<file path="src/rtl/atanh_cordic_pkg.sv">
// Shared constants for the sequential hyperbolic CORDIC atanh unit.
// Holds the fixed-point format, the iteration schedule and the FSM states.
package atanh_cordic_pkg;

    localparam int FLOAT_SIZE = 24;
    localparam int INT_SIZE   = 8;
    localparam int GUARD      = 2;

    localparam int N_ITER     = 19;
    localparam int N_REPEAT   = 2;
    localparam int IDX_FIRST_I = -3;

    localparam logic signed [4:0] IDX_FIRST = 5'(IDX_FIRST_I);
    localparam logic signed [4:0] IDX_LAST  =
        5'(IDX_FIRST_I + N_ITER - N_REPEAT - 1);
    localparam logic signed [4:0] REP_A = 5'sd4;
    localparam logic signed [4:0] REP_B = 5'sd13;

    typedef enum logic [1:0] {
        IDLE = 2'd0,
        RUN  = 2'd1,
        DONE = 2'd2
    } state_e;

endpackage

</file>
<file path="src/rtl/atanh_LOOKUP.sv">
// Combinational table of atanh(f) in Q8.24 for schedule index i = -3..13.
// Ports: idx_i = signed iteration index, val_o = atanh(f(i)); 0 outside range.
module atanh_LOOKUP
    import atanh_cordic_pkg::*;
(
    input  logic signed [4:0]                     idx_i,
    output logic signed [INT_SIZE+FLOAT_SIZE-1:0] val_o
);

    // i<=0 uses f = 1-2^(i-2); i>=1 uses f = 2^-i.
    always_comb begin
        val_o = '0;
        unique case (idx_i)
            -5'sd3: val_o = 32'sh0212_523D;
            -5'sd2: val_o = 32'sh01B7_8CE4;
            -5'sd1: val_o = 32'sh015A_A163;
            5'sd0:  val_o = 32'sh00F9_1395;
            5'sd1:  val_o = 32'sh008C_9F53;
            5'sd2:  val_o = 32'sh0041_62BB;
            5'sd3:  val_o = 32'sh0020_2B12;
            5'sd4:  val_o = 32'sh0010_0558;
            5'sd5:  val_o = 32'sh0008_00AA;
            5'sd6:  val_o = 32'sh0004_0015;
            5'sd7:  val_o = 32'sh0002_0002;
            5'sd8:  val_o = 32'sh0001_0000;
            5'sd9:  val_o = 32'sh0000_8000;
            5'sd10: val_o = 32'sh0000_4000;
            5'sd11: val_o = 32'sh0000_2000;
            5'sd12: val_o = 32'sh0000_1000;
            5'sd13: val_o = 32'sh0000_0800;
            default: val_o = '0;
        endcase
    end

endmodule

</file>
<file path="src/rtl/atanh_cordic.sv">
// Sequential hyperbolic CORDIC (vectoring) computing atanh(r), one step/clock.
// Ports: in_valid/in_ready/in_r operand handshake (Q8.24); out_valid/out_ready
// result handshake with out_z = atanh(r) (Q8.24) and out_err for |r| >= 1.
module atanh_cordic #(
    parameter int FLOAT_SIZE = atanh_cordic_pkg::FLOAT_SIZE,
    parameter int INT_SIZE   = atanh_cordic_pkg::INT_SIZE
) (
    input  logic                                 clk,
    input  logic                                 rst,
    input  logic                                 in_valid,
    output logic                                 in_ready,
    input  logic signed [INT_SIZE+FLOAT_SIZE-1:0] in_r,
    output logic                                 out_valid,
    input  logic                                 out_ready,
    output logic signed [INT_SIZE+FLOAT_SIZE-1:0] out_z,
    output logic                                 out_err
);

    import atanh_cordic_pkg::*;

    localparam int W  = INT_SIZE + FLOAT_SIZE;
    localparam int WI = W + GUARD;

    localparam logic signed [W-1:0]  ONE_W = W'(1) << FLOAT_SIZE;
    localparam logic signed [WI-1:0] ONE_I = WI'(1) << FLOAT_SIZE;

    state_e state_q, state_d;

    logic signed [WI-1:0] x_q, x_d, y_q, y_d, z_q, z_d;
    logic signed [4:0]    idx_q, idx_d;
    logic                 rep_q, rep_d;
    logic                 err_q, err_d;
    logic                 neg_q, neg_d;
    logic                 zero_q, zero_d;

    logic signed [W-1:0]  lut_z;
    logic signed [WI-1:0] ang;
    logic [4:0]           sh;
    logic                 low_idx;
    logic signed [WI-1:0] xs, ys, fx, fy;
    logic signed [W-1:0]  r_abs;
    logic                 in_err;
    logic signed [W-1:0]  z_res;
    logic                 z_unused;

    atanh_LOOKUP u_lut (
        .idx_i (idx_q),
        .val_o (lut_z)
    );

    assign ang = WI'(lut_z);

    // f*v for i<=0 is v - (v >>> (2-i)); for i>=1 it is v >>> i.
    assign low_idx = (idx_q <= 5'sd0);
    assign sh      = low_idx ? $unsigned(5'sd2 - idx_q) : $unsigned(idx_q);
    assign xs      = x_q >>> sh;
    assign ys      = y_q >>> sh;
    assign fx      = low_idx ? (x_q - xs) : xs;
    assign fy      = low_idx ? (y_q - ys) : ys;

    assign in_err = (in_r >= ONE_W) || (in_r <= -ONE_W);

    // Iterate on |r| and restore the sign at the output so that
    // atanh(-r) is the exact negation of atanh(r).
    assign r_abs = in_r[W-1] ? -in_r : in_r;

    always_ff @(posedge clk or posedge rst) begin
        if (rst) begin
            state_q <= IDLE;
            x_q     <= '0;
            y_q     <= '0;
            z_q     <= '0;
            idx_q   <= '0;
            rep_q   <= 1'b0;
            err_q   <= 1'b0;
            neg_q   <= 1'b0;
            zero_q  <= 1'b0;
        end else begin
            state_q <= state_d;
            x_q     <= x_d;
            y_q     <= y_d;
            z_q     <= z_d;
            idx_q   <= idx_d;
            rep_q   <= rep_d;
            err_q   <= err_d;
            neg_q   <= neg_d;
            zero_q  <= zero_d;
        end
    end

    always_comb begin
        state_d = state_q;
        x_d     = x_q;
        y_d     = y_q;
        z_d     = z_q;
        idx_d   = idx_q;
        rep_d   = rep_q;
        err_d   = err_q;
        neg_d   = neg_q;
        zero_d  = zero_q;
        unique case (state_q)
            IDLE: begin
                if (in_valid) begin
                    x_d     = ONE_I;
                    y_d     = WI'(r_abs);
                    z_d     = '0;
                    idx_d   = IDX_FIRST;
                    rep_d   = 1'b0;
                    err_d   = in_err;
                    neg_d   = in_r[W-1];
                    zero_d  = (in_r == '0);
                    state_d = RUN;
                end
            end
            RUN: begin
                // Pointer past the last index: all 19 steps are done.
                if (idx_q > IDX_LAST) begin
                    state_d = DONE;
                end else begin
                    if (!y_q[WI-1]) begin
                        x_d = x_q - fy;
                        y_d = y_q - fx;
                        z_d = z_q + ang;
                    end else begin
                        x_d = x_q + fy;
                        y_d = y_q + fx;
                        z_d = z_q - ang;
                    end
                    if ((idx_q == REP_A || idx_q == REP_B) && !rep_q) begin
                        rep_d = 1'b1;
                    end else begin
                        idx_d = idx_q + 5'sd1;
                        rep_d = 1'b0;
                    end
                end
            end
            DONE: begin
                if (out_ready) state_d = IDLE;
            end
            default: state_d = IDLE;
        endcase
    end

    assign z_res    = z_q[W-1:0];
    assign z_unused = ^z_q[WI-1:W];

    assign in_ready  = (state_q == IDLE);
    assign out_valid = (state_q == DONE);
    assign out_err   = (state_q == DONE) && err_q;
    assign out_z     = ((state_q == DONE) && !err_q && !zero_q)
                     ? (neg_q ? -z_res : z_res) : '0;

endmodule

</file>
<file path="config.mk">
export PLATFORM = sky130hd
export DESIGN_NAME = atanh_cordic
export DESIGN_NICKNAME = d
export VERILOG_FILES = /design/src/rtl/atanh_cordic_pkg.sv /design/src/rtl/atanh_LOOKUP.sv /design/src/rtl/atanh_cordic.sv
export SDC_FILE = /design/constraint.sdc
export NUM_CORES = 1
export LEC_CHECK = 0
export BUFFER_PORTS_ARGS = -buffer_cell sky130_fd_sc_hd__clkbuf_2
export CAP_MARGIN = 10
export CORE_UTILIZATION = 65
export DETAILED_ROUTE_END_ITERATION = 10
export GPL_ROUTABILITY_DRIVEN = 0
export PLACE_DENSITY = 0.83
export SLEW_MARGIN = 20
export SYNTH_ARGS = -nofsm -noshare
export SYNTH_HDL_FRONTEND = slang
export SYNTH_SLANG_ARGS = --single-unit
</file>
<file path="constraint.sdc">
create_clock -name clk -period 18.1 [get_ports clk]
set_input_delay 0 -clock clk [delete_from_list [all_inputs] [get_ports clk]]
set_output_delay 0 -clock clk [all_outputs]
set_load 0.005 [all_outputs]
</file>
==> results.json <==
{
  "drv_cap": 0,
  "grt_max_degree": 87,
  "critical_path_class": "reg2reg",
  "setup_tns_ns": 0,
  "wl_per_cell_um": 22.01,
  "synth_ff_type": "dfrtp_1",
  "synth-simple-area-share_pct": 21.82,
  "detail-route-antenna-nets": 0,
  "yosys_warnings": 0,
  "crit_path_top_delay_cell": "dfrtp_1",
  "synth_cell_types": 96,
  "crit_fanout": 37,
  "first_global_vias": 22120,
  "synth.most_common_cell": "a21oi_1",
  "rsz0062_at_grt": "no",
  "die_h_um": 183.8,
  "synth_top_family_by_area": "compound AO/OA/AOI/OAI gates",
  "required_ns": 18.38,
  "area_growth_pct": 4.049,
  "crit_arrival_ns": 11.27,
  "yosys-top-cells-area": "dfrtp_1, ha_1, mux2i_1",
  "final_util_pct": 68.68,
  "ys_seq_area_share_pct": 12.93,
  "track_usage_pct": 43.31,
  "final.min_clock_period_ns": 10.99,
  "worstHoldPathType": "in2reg",
  "avgSynthCellArea_um2": 7.265,
  "synth_area_um2": 21480,
  "nets": 3122,
  "instances_no_fill": 3352,
  "die-width_um": 183.8,
  "cts_tree": "built",
  "cts_buffer_depth": 2,
  "antenna_found_initial": 0,
  "max_freq_mhz": 90.99,
  "detail_route.iter0.violations": 3696,
  "viasPerCell": 7.127,
  "dp_hpwl_um": 55650,
  "cts_made_buffers": 9,
  "r2r_setup_slack_ns": 7.11,
  "drt_pass1_iterations": 6,
  "ctsResizeCount": 0,
  "post_route_cells_drive_above_1_share_pct": 7.320,
  "placed_cells": 3329,
  "yosys.area.top_type_share_pct": 12.93,
  "syn_nets": 3173,
  "slowest_delay_ns": 0.89,
  "ys_ff_latch": 111,
  "synth_commonest_cells": "a21oi_1, nand2_1, nor2_1",
  "relSlewSlack_pct": 14.56,
  "netlist_instances": 2956,
  "yosys.area.top_type": "dfrtp_1",
  "clock-sinks": 111,
  "route.detailed.drc": 0,
  "hold_viol_final": 0,
  "cts_max_level": 3,
  "post-cts-setup-buffers": 0,
  "io_pins": 71,
  "cpMostUsedCell": "a21oi_1",
  "die_area_um2": 33770,
  "path_clk_slew_ns": 0.09,
  "synth_fa_ha_area_share_pct": 10.72,
  "fill_cells": 2770,
  "skew_ns": 0.01507,
  "final-max-slew-violation-count": 0,
  "hold_ws_ns": 0.03045,
  "root_buffer": "clkbuf_16",
  "io_buffers": 70,
  "synth.area.mux_share_pct": 10.24,
  "design.core.area_um2": 32540,
  "drt_wl_total_um": 73790,
  "worstSetupEndpointType": "flip-flop",
  "rows": 66,
  "synthXorXnorAreaFrac_pct": 10.91,
  "worst_pin_slew_ns": 1.278,
  "synth_compound_area_share_pct": 28.78,
  "setup_viol": 0,
  "async_reset_ff_share_pct": 100.0,
  "crit_path_start_kind": "flip-flop",
  "synth_edf_count": 0,
  "vias": 23890,
  "fin_crit_sh_pct": 60.72,
  "status": "completed",
  "grt_overflow": 0,
  "diodes": 0,
  "clk_latency_ns": 0.41,
  "grt_pass1_wl_um": 116400,
  "start_util_pct": 66.01
}
==> kinds of logic (layout without fill, tap and decap cells) <==
family	Yosys count	in the layout
buffers and inverters	244	198
and+or+nand+nor	968	968
adders and majority gates	181	181
DFF	111	111
xor gates and xnor gates	266	266
AOI/OAI and AO/OA	980	980
muxes	206	206
==> cell usage in the layout (no fill, tap or decap), types with 78 or more instances in the layout <==
cell     count
a21oi_1    278
nand2_1    271
nor2_1     253
o21ai_0    227
ha_1       176
mux2i_1    159
xnor2_1    144
xor2_1     121
dfrtp_1    109
nand3_1     97
a21o_1      78
==> layout make-up <==
cell class                      instances  area [µm²]  area share [%]
Clock inverter                          6       72.57          0.3248
Tap cell                              442       553.0           2.475
Sequential cell                       111        2785           12.46
Timing Repair Buffer                  101       605.6           2.710
Multi-Input combinational cell       2601       17780           79.58
Clock buffer                           10       239.0           1.069
Inverter                               81       306.5           1.372
==> per-stage QoR <==
| step | setup slack, ns | cell area [µm²] |
|---|---|---|
| floorplan | 9.734 | 21480 |
| global route | 6.269 | 22350 |
| finish | 7.110 | 22350 |
| CTS | 7.446 | 22330 |
| global placement | 7.956 | 21960 |
| detailed placement | 7.480 | 21960 |
==> routing by layer <==
| layer | vias to the layer above | global-route usage (%) | wire length (µm) |
|---|---|---|---|
| li1 | 10840 | - | - |
| met1 | 10990 | 53.85 | 28020 |
| met2 | 1622 | 67.52 | 31790 |
| met3 | 440 | 10.74 | 8755 |
| met4 | 0 | 26.07 | 5234 |
| met5 | - | 0 | 0 |
==> sequential cells by signal, summed over array words and instances, names as in the netlist <==
signal	cells
x_q	34
y_q	34
z_q	32
idx_q	5
state_q	2
err_q	1
neg_q	1
rep_q	1
zero_q	1
==> repair_timing <==
action | 4_1_cts | 5_1_grt
endpoints found under the hold margin | 42 | 0
hold buffers | 6 | 0
endpoints found under the setup margin | 0 | 0
==> worst max-delay path: cells and delay by family (launching register included) <==
kind | cells | cell delay [ns]
buffers and inverters | 2 | 0.96
AO/OA/AOI/OAI | 17 | 3.92
flip-flops | 1 | 0.89
XOR/XNOR | 2 | 0.61
AND/OR/NAND/NOR | 10 | 2.83
adder cells (fa/ha/maj) | 3 | 1.10
multiplexers | 2 | 0.54
==> worst paths after layout <==
| path | from | to | cells past startpoint |
|---|---|---|---|
| max | idx_q[2] | x_q[33] | 36 |
| min | in_r[29] | zero_q | 4 |
| max reg2reg | idx_q[2] | x_q[33] | 36 |
| min reg2reg | rep_q | rep_q | 1 |
| max in group asynchronous | rst | idx_q[0] | 4 |
| min in group asynchronous | rst | err_q | 3 |
Power is not shown: default switching activity piles up to over one toggle a cycle in this logic, so the estimate is an artifact.
